<file path="src/rtl/decap_v2.sv">
// decap_v2: receive-side tunnel decapsulator.
// A tunnelled packet carries 38 outer bytes: an Ethernet header, a 20-byte
// IPv4 header with IHL=5, and a 32-bit tag. When the outer header matches
// cfg_proto and cfg_tag, those 38 bytes are stripped. The inner frame is
// realigned to word 0 and the IOQ length header is rewritten. All other
// packets pass through unmodified.
//
// Optional feature: define DECAP_PKT_COUNTERS_EN to build the packet
// counters. When the macro is not defined, decap_pkt_cnt and pass_pkt_cnt
// are tied to zero.
//
// Ports:
//   clk, reset        clock; synchronous active-high reset
//   in_data/in_ctrl   input word and ctrl
//   in_wr             input write
//   in_rdy            input ready
//   out_data/out_ctrl output word and ctrl (registered)
//   out_wr            output write (registered)
//   out_rdy           downstream ready
//   cfg_enable        global decap enable
//   cfg_proto         required outer IP protocol
//   cfg_tag           required tunnel tag
//   decap_pkt_cnt     decapsulated packet count (optional feature)
//   pass_pkt_cnt      passed-through packet count (optional feature)

`ifndef IO_QUEUE_STAGE_NUM
`define IO_QUEUE_STAGE_NUM 8'hff
`endif

module decap_v2 #(
  parameter int unsigned DATA_WIDTH           = 64,
  parameter int unsigned CTRL_WIDTH           = DATA_WIDTH / 8,
  parameter logic [CTRL_WIDTH-1:0] IOQ_STAGE_NUM = `IO_QUEUE_STAGE_NUM,
  parameter int unsigned MAX_PKT              = 2048,
  parameter int unsigned DATA_FIFO_DEPTH_BITS = 5
) (
  input  logic                  clk,
  input  logic                  reset,
  input  logic [DATA_WIDTH-1:0] in_data,
  input  logic [CTRL_WIDTH-1:0] in_ctrl,
  input  logic                  in_wr,
  output logic                  in_rdy,
  output logic [DATA_WIDTH-1:0] out_data,
  output logic [CTRL_WIDTH-1:0] out_ctrl,
  output logic                  out_wr,
  input  logic                  out_rdy,
  input  logic                  cfg_enable,
  input  logic [7:0]            cfg_proto,
  input  logic [31:0]           cfg_tag,
  output logic [31:0]           decap_pkt_cnt,
  output logic [31:0]           pass_pkt_cnt
);

  localparam int unsigned BW            = $clog2(MAX_PKT);   // byte count width
  localparam int unsigned WW            = BW - 3;            // word count width
  localparam int unsigned FIFO_W        = DATA_WIDTH + CTRL_WIDTH;
  localparam int unsigned DEPTH         = 1 << DATA_FIFO_DEPTH_BITS;
  localparam int unsigned CNT_W         = DATA_FIFO_DEPTH_BITS + 1;
  localparam int unsigned DEC_DEPTH     = 4;
  localparam int unsigned DEC_PTR_W     = 2;
  localparam int unsigned DEC_CNT_W     = 3;
  localparam int unsigned TUNNEL_BYTES  = 38;
  localparam int unsigned IOQ_BYTE_LEN_POS = 0;
  localparam int unsigned IOQ_WORD_LEN_POS = 32;
  localparam int unsigned IOQ_LEN_FIELD_W  = 16;

  typedef struct packed {
    logic          decap;
    logic [BW-1:0] blen;
    logic [WW-1:0] wlen;
  } dec_entry_t;

  typedef enum logic [2:0] {
    S_IDLE, S_MOD_HDRS, S_PASS, S_DROP, S_LOAD, S_SHIFT, S_LAST
  } state_e;

  // ---------------------------------------------------------------- data FIFO
  logic [FIFO_W-1:0]               dmem [DEPTH];
  logic [DATA_FIFO_DEPTH_BITS-1:0] dwr_ptr_q, drd_ptr_q;
  logic [CNT_W-1:0]                dcnt_q;
  logic                            dfifo_wr_c, dfifo_rd_c, dfifo_empty_c, dfifo_nearly_full_c;
  logic [DATA_WIDTH-1:0]           head_data_c;
  logic [CTRL_WIDTH-1:0]           head_ctrl_c;

  // ------------------------------------------------------------ decision FIFO
  dec_entry_t                      dec_mem [DEC_DEPTH];
  logic [DEC_PTR_W-1:0]            dec_wr_ptr_q, dec_rd_ptr_q;
  logic [DEC_CNT_W-1:0]            dec_cnt_q;
  logic                            dec_push_c, dec_pop_c, dec_empty_c, dec_full_c;
  dec_entry_t                      dec_wdata_c, dec_rdata_c;

  assign dfifo_empty_c       = (dcnt_q == '0);
  assign dfifo_nearly_full_c = (dcnt_q >= CNT_W'(DEPTH - 2));
  assign {head_ctrl_c, head_data_c} = dmem[drd_ptr_q];
  assign dec_empty_c = (dec_cnt_q == '0);
  assign dec_full_c  = (dec_cnt_q == DEC_CNT_W'(DEC_DEPTH));
  assign dec_rdata_c = dec_mem[dec_rd_ptr_q];

  // Upstream is expected to honour in_rdy in the same cycle.
  assign in_rdy     = !dfifo_nearly_full_c && !dec_full_c;
  assign dfifo_wr_c = in_wr && in_rdy;

  // Storage arrays carry no reset; the pointers alone define contents.
  always_ff @(posedge clk) begin
    if (dfifo_wr_c) dmem[dwr_ptr_q] <= {in_ctrl, in_data};
    if (dec_push_c) dec_mem[dec_wr_ptr_q] <= dec_wdata_c;
  end

  // FIFO pointers and occupancy.
  always_ff @(posedge clk) begin
    if (reset) begin
      dwr_ptr_q    <= '0;
      drd_ptr_q    <= '0;
      dcnt_q       <= '0;
      dec_wr_ptr_q <= '0;
      dec_rd_ptr_q <= '0;
      dec_cnt_q    <= '0;
    end else begin
      if (dfifo_wr_c) dwr_ptr_q <= dwr_ptr_q + 1'b1;
      if (dfifo_rd_c) drd_ptr_q <= drd_ptr_q + 1'b1;
      dcnt_q <= dcnt_q + CNT_W'(dfifo_wr_c) - CNT_W'(dfifo_rd_c);
      if (dec_push_c) dec_wr_ptr_q <= dec_wr_ptr_q + 1'b1;
      if (dec_pop_c)  dec_rd_ptr_q <= dec_rd_ptr_q + 1'b1;
      dec_cnt_q <= dec_cnt_q + DEC_CNT_W'(dec_push_c) - DEC_CNT_W'(dec_pop_c);
    end
  end

  // ------------------------------------------------------------ input parser
  // p_idx_q is the index of the next data word. A value of 5 means this
  // packet's decision has already been pushed.
  logic          p_hdr_q, p_hdr_d;
  logic [2:0]    p_idx_q, p_idx_d;
  logic          p_ok_q, p_ok_d;
  logic [BW-1:0] p_blen_q, p_blen_d;
  logic [WW-1:0] p_wlen_q, p_wlen_d;
  logic          is_eop_c, d1_ok_c, tag_ok_c, decap_c;
  logic [BW-1:0] new_blen_c;
  logic [BW:0]   round_c;
  logic [WW-1:0] new_wlen_c;

  assign new_blen_c = p_blen_q - BW'(TUNNEL_BYTES);
  assign round_c    = {1'b0, new_blen_c} + (BW+1)'(7);
  assign new_wlen_c = round_c[BW-1:3];
  assign d1_ok_c    = (in_data[31:16] == 16'h0800) && (in_data[15:8] == 8'h45);
  assign tag_ok_c   = (in_data[47:16] == cfg_tag);
  assign is_eop_c   = (in_ctrl != '0);
  assign decap_c    = cfg_enable && p_ok_q && tag_ok_c;

  // Parser next state; one decision per packet, at d4 or an earlier EOP.
  always_comb begin
    p_hdr_d     = p_hdr_q;
    p_idx_d     = p_idx_q;
    p_ok_d      = p_ok_q;
    p_blen_d    = p_blen_q;
    p_wlen_d    = p_wlen_q;
    dec_push_c  = 1'b0;
    dec_wdata_c = '{decap: 1'b0, blen: p_blen_q, wlen: p_wlen_q};
    if (dfifo_wr_c) begin
      if (p_hdr_q) begin
        if (in_ctrl == IOQ_STAGE_NUM) begin
          p_blen_d = in_data[IOQ_BYTE_LEN_POS +: BW];
          p_wlen_d = in_data[IOQ_WORD_LEN_POS +: WW];
        end else if (in_ctrl == '0) begin
          p_hdr_d = 1'b0;
          p_idx_d = 3'd1;
          p_ok_d  = 1'b1;
        end
      end else begin
        if (p_idx_q == 3'd1) p_ok_d = p_ok_q && d1_ok_c;
        if (p_idx_q == 3'd2) p_ok_d = p_ok_q && (in_data[7:0] == cfg_proto);
        if (p_idx_q <= 3'd4) begin
          if (is_eop_c) begin
            dec_push_c = 1'b1;
          end else if (p_idx_q == 3'd4) begin
            dec_push_c = 1'b1;
            if (decap_c) dec_wdata_c = '{decap: 1'b1, blen: new_blen_c, wlen: new_wlen_c};
          end
          p_idx_d = p_idx_q + 3'd1;
        end
        if (is_eop_c) p_hdr_d = 1'b1;
      end
    end
  end

  // Parser state register.
  always_ff @(posedge clk) begin
    if (reset) begin
      p_hdr_q  <= 1'b1;
      p_idx_q  <= '0;
      p_ok_q   <= 1'b0;
      p_blen_q <= '0;
      p_wlen_q <= '0;
    end else begin
      p_hdr_q  <= p_hdr_d;
      p_idx_q  <= p_idx_d;
      p_ok_q   <= p_ok_d;
      p_blen_q <= p_blen_d;
      p_wlen_q <= p_wlen_d;
    end
  end

  // -------------------------------------------------------------- output FSM
  state_e                state_q, state_d;
  dec_entry_t            cur_q, cur_d;
  logic [1:0]            drop_cnt_q, drop_cnt_d;
  logic [15:0]           hold_data_q, hold_data_d;   // only the bytes that shift forward
  logic [1:0]            hold_ctrl_q, hold_ctrl_d;
  logic [DATA_WIDTH-1:0] out_data_q, out_data_d;
  logic [CTRL_WIDTH-1:0] out_ctrl_q, out_ctrl_d;
  logic                  out_wr_q, out_wr_d;

  // Next-state and output logic.
  always_comb begin
    state_d     = state_q;
    cur_d       = cur_q;
    drop_cnt_d  = drop_cnt_q;
    hold_data_d = hold_data_q;
    hold_ctrl_d = hold_ctrl_q;
    out_data_d  = out_data_q;
    out_ctrl_d  = out_ctrl_q;
    out_wr_d    = 1'b0;
    dfifo_rd_c  = 1'b0;
    dec_pop_c   = 1'b0;
    case (state_q)
      S_IDLE: begin
        if (!dec_empty_c) begin
          dec_pop_c = 1'b1;
          cur_d     = dec_rdata_c;
          state_d   = S_MOD_HDRS;
        end
      end
      S_MOD_HDRS: begin
        if (!dfifo_empty_c) begin
          if (head_ctrl_c != '0) begin
            if (out_rdy) begin
              dfifo_rd_c = 1'b1;
              out_wr_d   = 1'b1;
              out_data_d = head_data_c;
              out_ctrl_d = head_ctrl_c;
              // Passed packets keep their header bit-identical.
              if ((head_ctrl_c == IOQ_STAGE_NUM) && cur_q.decap) begin
                out_data_d[IOQ_BYTE_LEN_POS +: IOQ_LEN_FIELD_W] = IOQ_LEN_FIELD_W'(cur_q.blen);
                out_data_d[IOQ_WORD_LEN_POS +: IOQ_LEN_FIELD_W] = IOQ_LEN_FIELD_W'(cur_q.wlen);
              end
            end
          end else if (cur_q.decap) begin
            drop_cnt_d = '0;
            state_d    = S_DROP;
          end else if (out_rdy) begin
            // Forward d0 while switching, so passthrough adds no bubble.
            dfifo_rd_c = 1'b1;
            out_wr_d   = 1'b1;
            out_data_d = head_data_c;
            out_ctrl_d = head_ctrl_c;
            state_d    = S_PASS;
          end
        end
      end
      S_PASS: begin
        if (!dfifo_empty_c && out_rdy) begin
          dfifo_rd_c = 1'b1;
          out_wr_d   = 1'b1;
          out_data_d = head_data_c;
          out_ctrl_d = head_ctrl_c;
          if (head_ctrl_c != '0) state_d = S_IDLE;
        end
      end
      S_DROP: begin
        // d0..d3 are already stored, because the decision was pushed at d4.
        if (!dfifo_empty_c) begin
          dfifo_rd_c = 1'b1;
          drop_cnt_d = drop_cnt_q + 2'd1;
          if (drop_cnt_q == 2'd3) state_d = S_LOAD;
        end
      end
      S_LOAD: begin
        if (!dfifo_empty_c) begin
          dfifo_rd_c  = 1'b1;
          hold_data_d = head_data_c[15:0];
          hold_ctrl_d = head_ctrl_c[1:0];
          state_d     = S_SHIFT;
        end
      end
      S_SHIFT: begin
        if (!dfifo_empty_c && out_rdy) begin
          dfifo_rd_c  = 1'b1;
          out_wr_d    = 1'b1;
          out_data_d  = {hold_data_q, head_data_c[63:16]};
          out_ctrl_d  = {hold_ctrl_q, head_ctrl_c[7:2]};
          hold_data_d = head_data_c[15:0];
          hold_ctrl_d = head_ctrl_c[1:0];
          // EOP in the low two ctrl bits leaves bytes for one more word.
          if (head_ctrl_c[7:2] != '0)      state_d = S_IDLE;
          else if (head_ctrl_c[1:0] != '0) state_d = S_LAST;
        end
      end
      S_LAST: begin
        if (out_rdy) begin
          out_wr_d   = 1'b1;
          out_data_d = {hold_data_q, 48'h0};
          out_ctrl_d = {hold_ctrl_q, 6'h0};
          state_d    = S_IDLE;
        end
      end
      default: state_d = S_IDLE;
    endcase
  end

  // Output FSM state register.
  always_ff @(posedge clk) begin
    if (reset) begin
      state_q     <= S_IDLE;
      cur_q       <= '0;
      drop_cnt_q  <= '0;
      hold_data_q <= '0;
      hold_ctrl_q <= '0;
      out_data_q  <= '0;
      out_ctrl_q  <= '0;
      out_wr_q    <= 1'b0;
    end else begin
      state_q     <= state_d;
      cur_q       <= cur_d;
      drop_cnt_q  <= drop_cnt_d;
      hold_data_q <= hold_data_d;
      hold_ctrl_q <= hold_ctrl_d;
      out_data_q  <= out_data_d;
      out_ctrl_q  <= out_ctrl_d;
      out_wr_q    <= out_wr_d;
    end
  end

  assign out_data = out_data_q;
  assign out_ctrl = out_ctrl_q;
  assign out_wr   = out_wr_q;

  // --------------------------------------------------------- packet counters
`ifdef DECAP_PKT_COUNTERS_EN
  logic [31:0] decap_cnt_q, pass_cnt_q;

  // Each decision pop is one packet.
  always_ff @(posedge clk) begin
    if (reset) begin
      decap_cnt_q <= '0;
      pass_cnt_q  <= '0;
    end else if (dec_pop_c) begin
      if (dec_rdata_c.decap) decap_cnt_q <= decap_cnt_q + 32'd1;
      else                   pass_cnt_q  <= pass_cnt_q + 32'd1;
    end
  end

  assign decap_pkt_cnt = decap_cnt_q;
  assign pass_pkt_cnt  = pass_cnt_q;
`else
  assign decap_pkt_cnt = '0;
  assign pass_pkt_cnt  = '0;
`endif

endmodule
</file>
<file path="config.mk">
export PLATFORM = sky130hd
export DESIGN_NAME = decap_v2
export DESIGN_NICKNAME = d
export VERILOG_FILES = /design/src/rtl/decap_v2.sv
export SDC_FILE = /design/constraint.sdc
export NUM_CORES = 2
export LEC_CHECK = 0
export BUFFER_PORTS_ARGS = -buffer_cell sky130_fd_sc_hd__buf_2
export CAP_MARGIN = 20
export CORE_MARGIN = 8
export CORE_UTILIZATION = 50
export CTS_CLUSTER_DIAMETER = 80
export DETAILED_ROUTE_END_ITERATION = 10
export PLACE_DENSITY_LB_ADDON = 0.12
export SETUP_SLACK_MARGIN = 0.4
export SYNTH_ARGS = -nofsm -noshare
export SYNTH_HDL_FRONTEND = slang
export SYNTH_SLANG_ARGS = --single-unit
export TNS_END_PERCENT = 10
</file>
<file path="constraint.sdc">
create_clock -name clk -period 9.8 [get_ports clk]
set_input_delay 0.49 -clock clk [delete_from_list [all_inputs] [get_ports clk]]
set_output_delay 0.49 -clock clk [all_outputs]
set_load 0.05 [all_outputs]
</file>
-- After elaboration in Yosys (flattened, before gate mapping)
Memory sizes are Yosys's and may differ from the RTL's. A register that Yosys moved wholly into a read port is not among the register bits.
Index checks and enable logic that the tools add are counted.
- $add $sub $neg: 12
- equality and inequality tests: 34
- bitwise logic cells: 1
- div/mod/pow operators: 0
- mux-type cells: 85
- shifts and indexed selects: 0
- reductions and logical operators: 36
- multiply operators: 0
- $lt $le $gt $ge: 2
- operators with widths (kind ; number):
    $mux 64 ; 8
    $pmux 64 s4 ; 1
    $mux 20 ; 6
    $mux 16 ; 4
    $mux 8 ; 7
    $mux 3 ; 18
    $eq 32x32->1 ; 1
    $pmux 16 s2 ; 1
    $pmux 8 s4 ; 1
    $mux 1 ; 26
    $ne 2x2->1 const B ; 12
    $pmux 3 s7 ; 1
    $eq 16x12->1 const B ; 1
    $eq 8x8->1 const B ; 2
    $reduce_bool 8->1 ; 2
    $eq 3x3->1 const B ; 5
    $mux 2 ; 6
    $ne 3x3->1 const B ; 4
    $reduce_and 12->1 ; 1
    $add 11x3->11 const B ; 1
    $sub 11x6->11 const B ; 1
    $add 5x1->5 const B ; 2
    $mux 5 ; 2
    $eq 3x2->1 const B ; 3
    32 further kinds ; 54
- memories: 2
- latch bits: 0
- logic and storage cells: 190
- flip-flop bits (word level): 143
- memory bits (read-only): 0
- output and inout port bits: 138
- memory bits (writable): 2384
- input bits: 117
- memory list (memory ; depth ; bits a word ; read ports ; clocked after Yosys merged registers in ; write ports ; line ; text):
    dmem ; 32 ; 72 ; 1 ; 1 ; 1 ; 78 ; logic [FIFO_W-1:0] dmem [DEPTH];
    dec_mem ; 4 ; 20 ; 1 ; 1 ; 1 ; 86 ; dec_entry_t dec_mem [DEC_DEPTH];

-- Logic depth before layout (Yosys ltp)
- depth after elaboration: 8
- gate-level depth with buffers: 22
- mapped depth without buffers: 18

-- Worst setup path after synthesis
OpenSTA, ideal clock, no wires.
- path kind: reg2reg
- start point: register dcnt_q[5]
- end point: memory dmem[15][0] in the netlist's numbering (enable)
- buffers on the path: 1
- setup slack: 3.538 ns
- setup time: 0.504 ns
- period minus slack after synthesis: 6.262 ns
- arrival: 5.758 ns
- cell stages (with the launch flop): 8
- required time: 9.296 ns
- cell sequence: dfxtp_1 -> inv_1 -> ha_1 -> a311oi_1 -> and2_1 -> clkbuf_1 -> nand2_1 -> nor2_1
- word-level cells in the longest chain between the ends: 6
- ends and longest elaborated chain (element ; line ; text):
    from (decl) ; 80 ; logic [CNT_W-1:0] dcnt_q;
    from (signal assigned) ; 121 ; dcnt_q <= dcnt_q + CNT_W'(dfifo_wr_c) - CNT_W'(dfifo_rd_c);
    $ge 6x5->1 ; 93 ; assign dfifo_nearly_full_c = (dcnt_q >= CNT_W'(DEPTH - 2));
    $logic_not 1->1 ; 100 ; assign in_rdy = !dfifo_nearly_full_c && !dec_full_c;
    $logic_and 1x1->1 ; 100 ;
    net in_rdy ; 42 ; output logic in_rdy,
    $logic_and 1x1->1 ; 101 ; assign dfifo_wr_c = in_wr && in_rdy;
    $mux 1 ; 105 ; if (dfifo_wr_c) dmem[dwr_ptr_q] <= {in_ctrl, in_data};
    $mux 1 (not written as such) ; 105 ;
    to (decl) ; 78 ;
The timed path passes the listed nets, and every way through them passes these cells.

==> metrics <==
outcome finished clean; effective utilization at floorplan 0.503; classification of the worst setup path reg -> reg; Rows 163; highest clock frequency the design can meet 168 MHz; mean routed wirelength per cell 35.9 µm; Max stage delay cell, worst path dfxtp_4; total global-route track usage 0.259; Vias 49500; synthesized netlist cell count 4585; list of cells traversed by the critical path buf_4 -> mux4_2 -> mux4_2 -> mux2i_1 -> o2111a_1 -> nand4_1 -> o311ai_4 -> inv_1 -> ha_1 -> inv_1 -> ha_1 -> inv_1 -> fa_1 -> inv_1 -> a21oi_1 -> nor2_1 -> nor2_1 -> xor2_1 -> nor2_1; pin count of the biggest net entering global routing 126; path category of the worst min-delay check in -> reg; Max VDD drop 0.000213 V; clk_lat worst skew 0.92 ns; CTS-repair resized insts 0; standard cell core area 197000 µm²; Max stage delay on crit path 0.86 ns; sum of net half-perimeters after detailed placement 154 mm; global-route wire length before repair 388 mm; most used cells in the layout excluding fill and tap cells 2384 x edfxtp_1, 714 x mux4_2, 287 x clkbuf_16, 189 x buf_2; number of buffers added for setup after CTS 0; vertical die dimension 462 µm; Final setup violation count 0; number of failing hold endpoints at the final stage 0; Top Ports 255; Worst path most repeated cell inv_1; slew of the pin with the lowest slew margin 1.17 ns; max capacitance violation total 0; via count of the first global-routing pass 48900; biggest fanout along the worst timing path 42; number of nets at the end of the flow 5085; Final Slew Violations 0; worst-case setup margin in the final layout 3.85 ns; Worst Path Arrival 6.71 ns; setup repair after global routing missed its margin false; clock tree root buffer cell clkbuf_16; ys async rst share 0; headroom to the max-slew limit 0.220; Netlist Area Pre-Place 99300 µm²; Remaining Overflow, GRT 0; number of synthesized register bits 2552; Worst Hold Launch reset; number of sinks driven by the clock tree 2552; required arrival time at the worst endpoint 10.55 ns; leading cell type in the layout, fill and taps excluded edfxtp_1; number of CTS-inserted buffers 283; LEAKAGE 35.4 nW; Post-synth EDFFs 2384; Post-CTS Hold Fix Bufs 0; TritonCTS clock tree done; number of iterations in the first detailed-routing pass 6; Startpoint Class flop; number of distinct library cells after synthesis 69; maximum level of the CTS H-tree 5; die extent in x 462 µm; Synth area leaders edfxtp_1 72%, mux4_2 16%, dfxtp_1 3.4%; Clock Skews 0.0415 ns; shortest clock period the worst path allows after layout 5.95 ns; share of the cycle needed by the critical path after routing 0.608; count of synthesis-stage warnings from yosys 0; Via-to-Cell Ratio 6.36; DP Worst Slack 3.86 ns; initial antenna violation count 20; post-synth top area share 0.721; final routed DRC violation total 0; part of the Yosys area used for sequential elements 0.755; library cell occupying the most area in the post-synthesis netlist edfxtp_1; per-instance average area after synthesis 21.7 µm²; fraction of layout instances using a drive strength above 1 0.284; antenna-violating nets left 0; nature of the critical path endpoint flop; power density over cell area 243 nW/µm²; detailed-route wire length 280 mm; clock transition at the register clock pins on the worst setup and hold paths after CTS 0.06 ns; port buffer count 190; layout overhead on the synthesized area 12.8%; final-layout setup total negative slack 0 ns; Final GP Congestion 0.814; Die Outline Area 213000 µm²; first-iteration detailed-routing DRC count 6335; CTS Buffer Depth 4; Top FF cell, synth edfxtp_1
==> logic make-up (layout without fill, tap and decap cells) <==
kind of cell               after synthesis  in the layout  share of synthesized area
DFF                                   2552           2552                      0.755
muxes                                  892            892                      0.180
and+or+nand+nor                        431            431                     0.0199
buffers and inverters                  347            829                     0.0170
AOI/OAI and AO/OA                      254            254                     0.0178
xor gates and xnor gates                77             77                    0.00679
adders and majority gates               31             31                    0.00403
other                                    1             73                  0.0000377
==> worst max-delay path, delay by kind of cell (launching register included) <==
family | cells | cell delay (ns)
AO/OA/AOI/OAI | 3 | 0.93
XOR/XNOR | 1 | 0.15
adder cells (fa/ha/maj) | 3 | 0.88
buffers and inverters | 5 | 0.98
flip-flops | 1 | 0.86
multiplexers | 3 | 1.53
AND/OR/NAND/NOR | 4 | 0.41
==> worst paths after layout <==
path                                     end  slack (ns)  cells after the start
worst max register to register     dcnt_q[4]        3.85                     19
worst max-delay path               dcnt_q[4]        3.85                     19
worst min register to register      cur_q[4]        0.45                      2
worst min-delay path            out_data[55]        0.05                      2
==> power breakdown <==
part / leakage [nW] / total, mW / internal [mW] / switching (mW)
registers: 22.8 / 12.5 / 12.2 / 0.250
logic: 8.54 / 5.02 / 2.16 / 2.87
clock network: 4.04 / 9.74 / 5.65 / 4.09
total: 35.4 / 27.2 / 20.0 / 7.21
==> layer usage <==
layer  part of all wire  vias up  global-route usage
li1                   -    19700                   -
met1               0.40    27000               0.372
met2               0.48     2345               0.413
met3              0.083      485              0.0452
met4              0.034        4              0.0821
met5           0.000082        -                   0
==> cells in the mapped netlist, types with 20 or more instances <==
cell type  count
ha_1          28
o21ai_0       35
inv_1         28
buf_4         73
mux2i_1      166
and3_1        20
dfxtp_1      168
xnor2_1       38
clkbuf_1     140
nor2_1       182
nand2_1      110
a31oi_1       22
edfxtp_1    2384
buf_1         51
a21oi_1       44
mux4_2       714
buf_2         45
a211oi_1      27
xor2_1        39
==> stage by stage <==
stage	cell area [µm²]	hold slack (ns)	total power, mW	util	std cells
2_1_floorplan	99600	0.432	16.2	-	4648
3_3_place_gp	104000	0.440	17.8	0.525	7292
3_5_place_dp	104000	0.444	17.8	0.525	7293
4_1_cts	112000	0.00624	27.5	0.567	7770
5_1_grt	112000	0.0509	28.1	0.568	7773
6_report	112000	0.0510	27.2	0.568	7779
==> final cells by class <==
class	instances	area, µm²
Fill cell	14700	85400
Sequential cell	2552	75000
Multi-Input combinational cell	1749	23200
Clock buffer	376	7590
Tap cell	2640	3300
Timing Repair Buffer	321	2090
Clock inverter	101	718
Inverter	31	131
Antenna cell	9	22.5
==> state kept, by name, summed over array words and instances (netlist names), 2 cells and up, named ones only <==
| name | cells |
|---|---|
| dcnt_q | 6 |
| state_q | 3 |
| hold_data_q | 16 |
| drop_cnt_q | 2 |
| out_data | 64 |
| p_idx_q | 3 |
| dec_rd_ptr_q | 2 |
| hold_ctrl_q | 2 |
| out_ctrl | 8 |
| drd_ptr_q | 5 |
| dec_mem | 80 |
| dmem | 2304 |
| p_blen_q | 11 |
| cur_q | 20 |
| dec_cnt_q | 3 |
| dec_wr_ptr_q | 2 |
| dwr_ptr_q | 5 |
| p_wlen_q | 8 |
(Power assumes the default switching activity.)
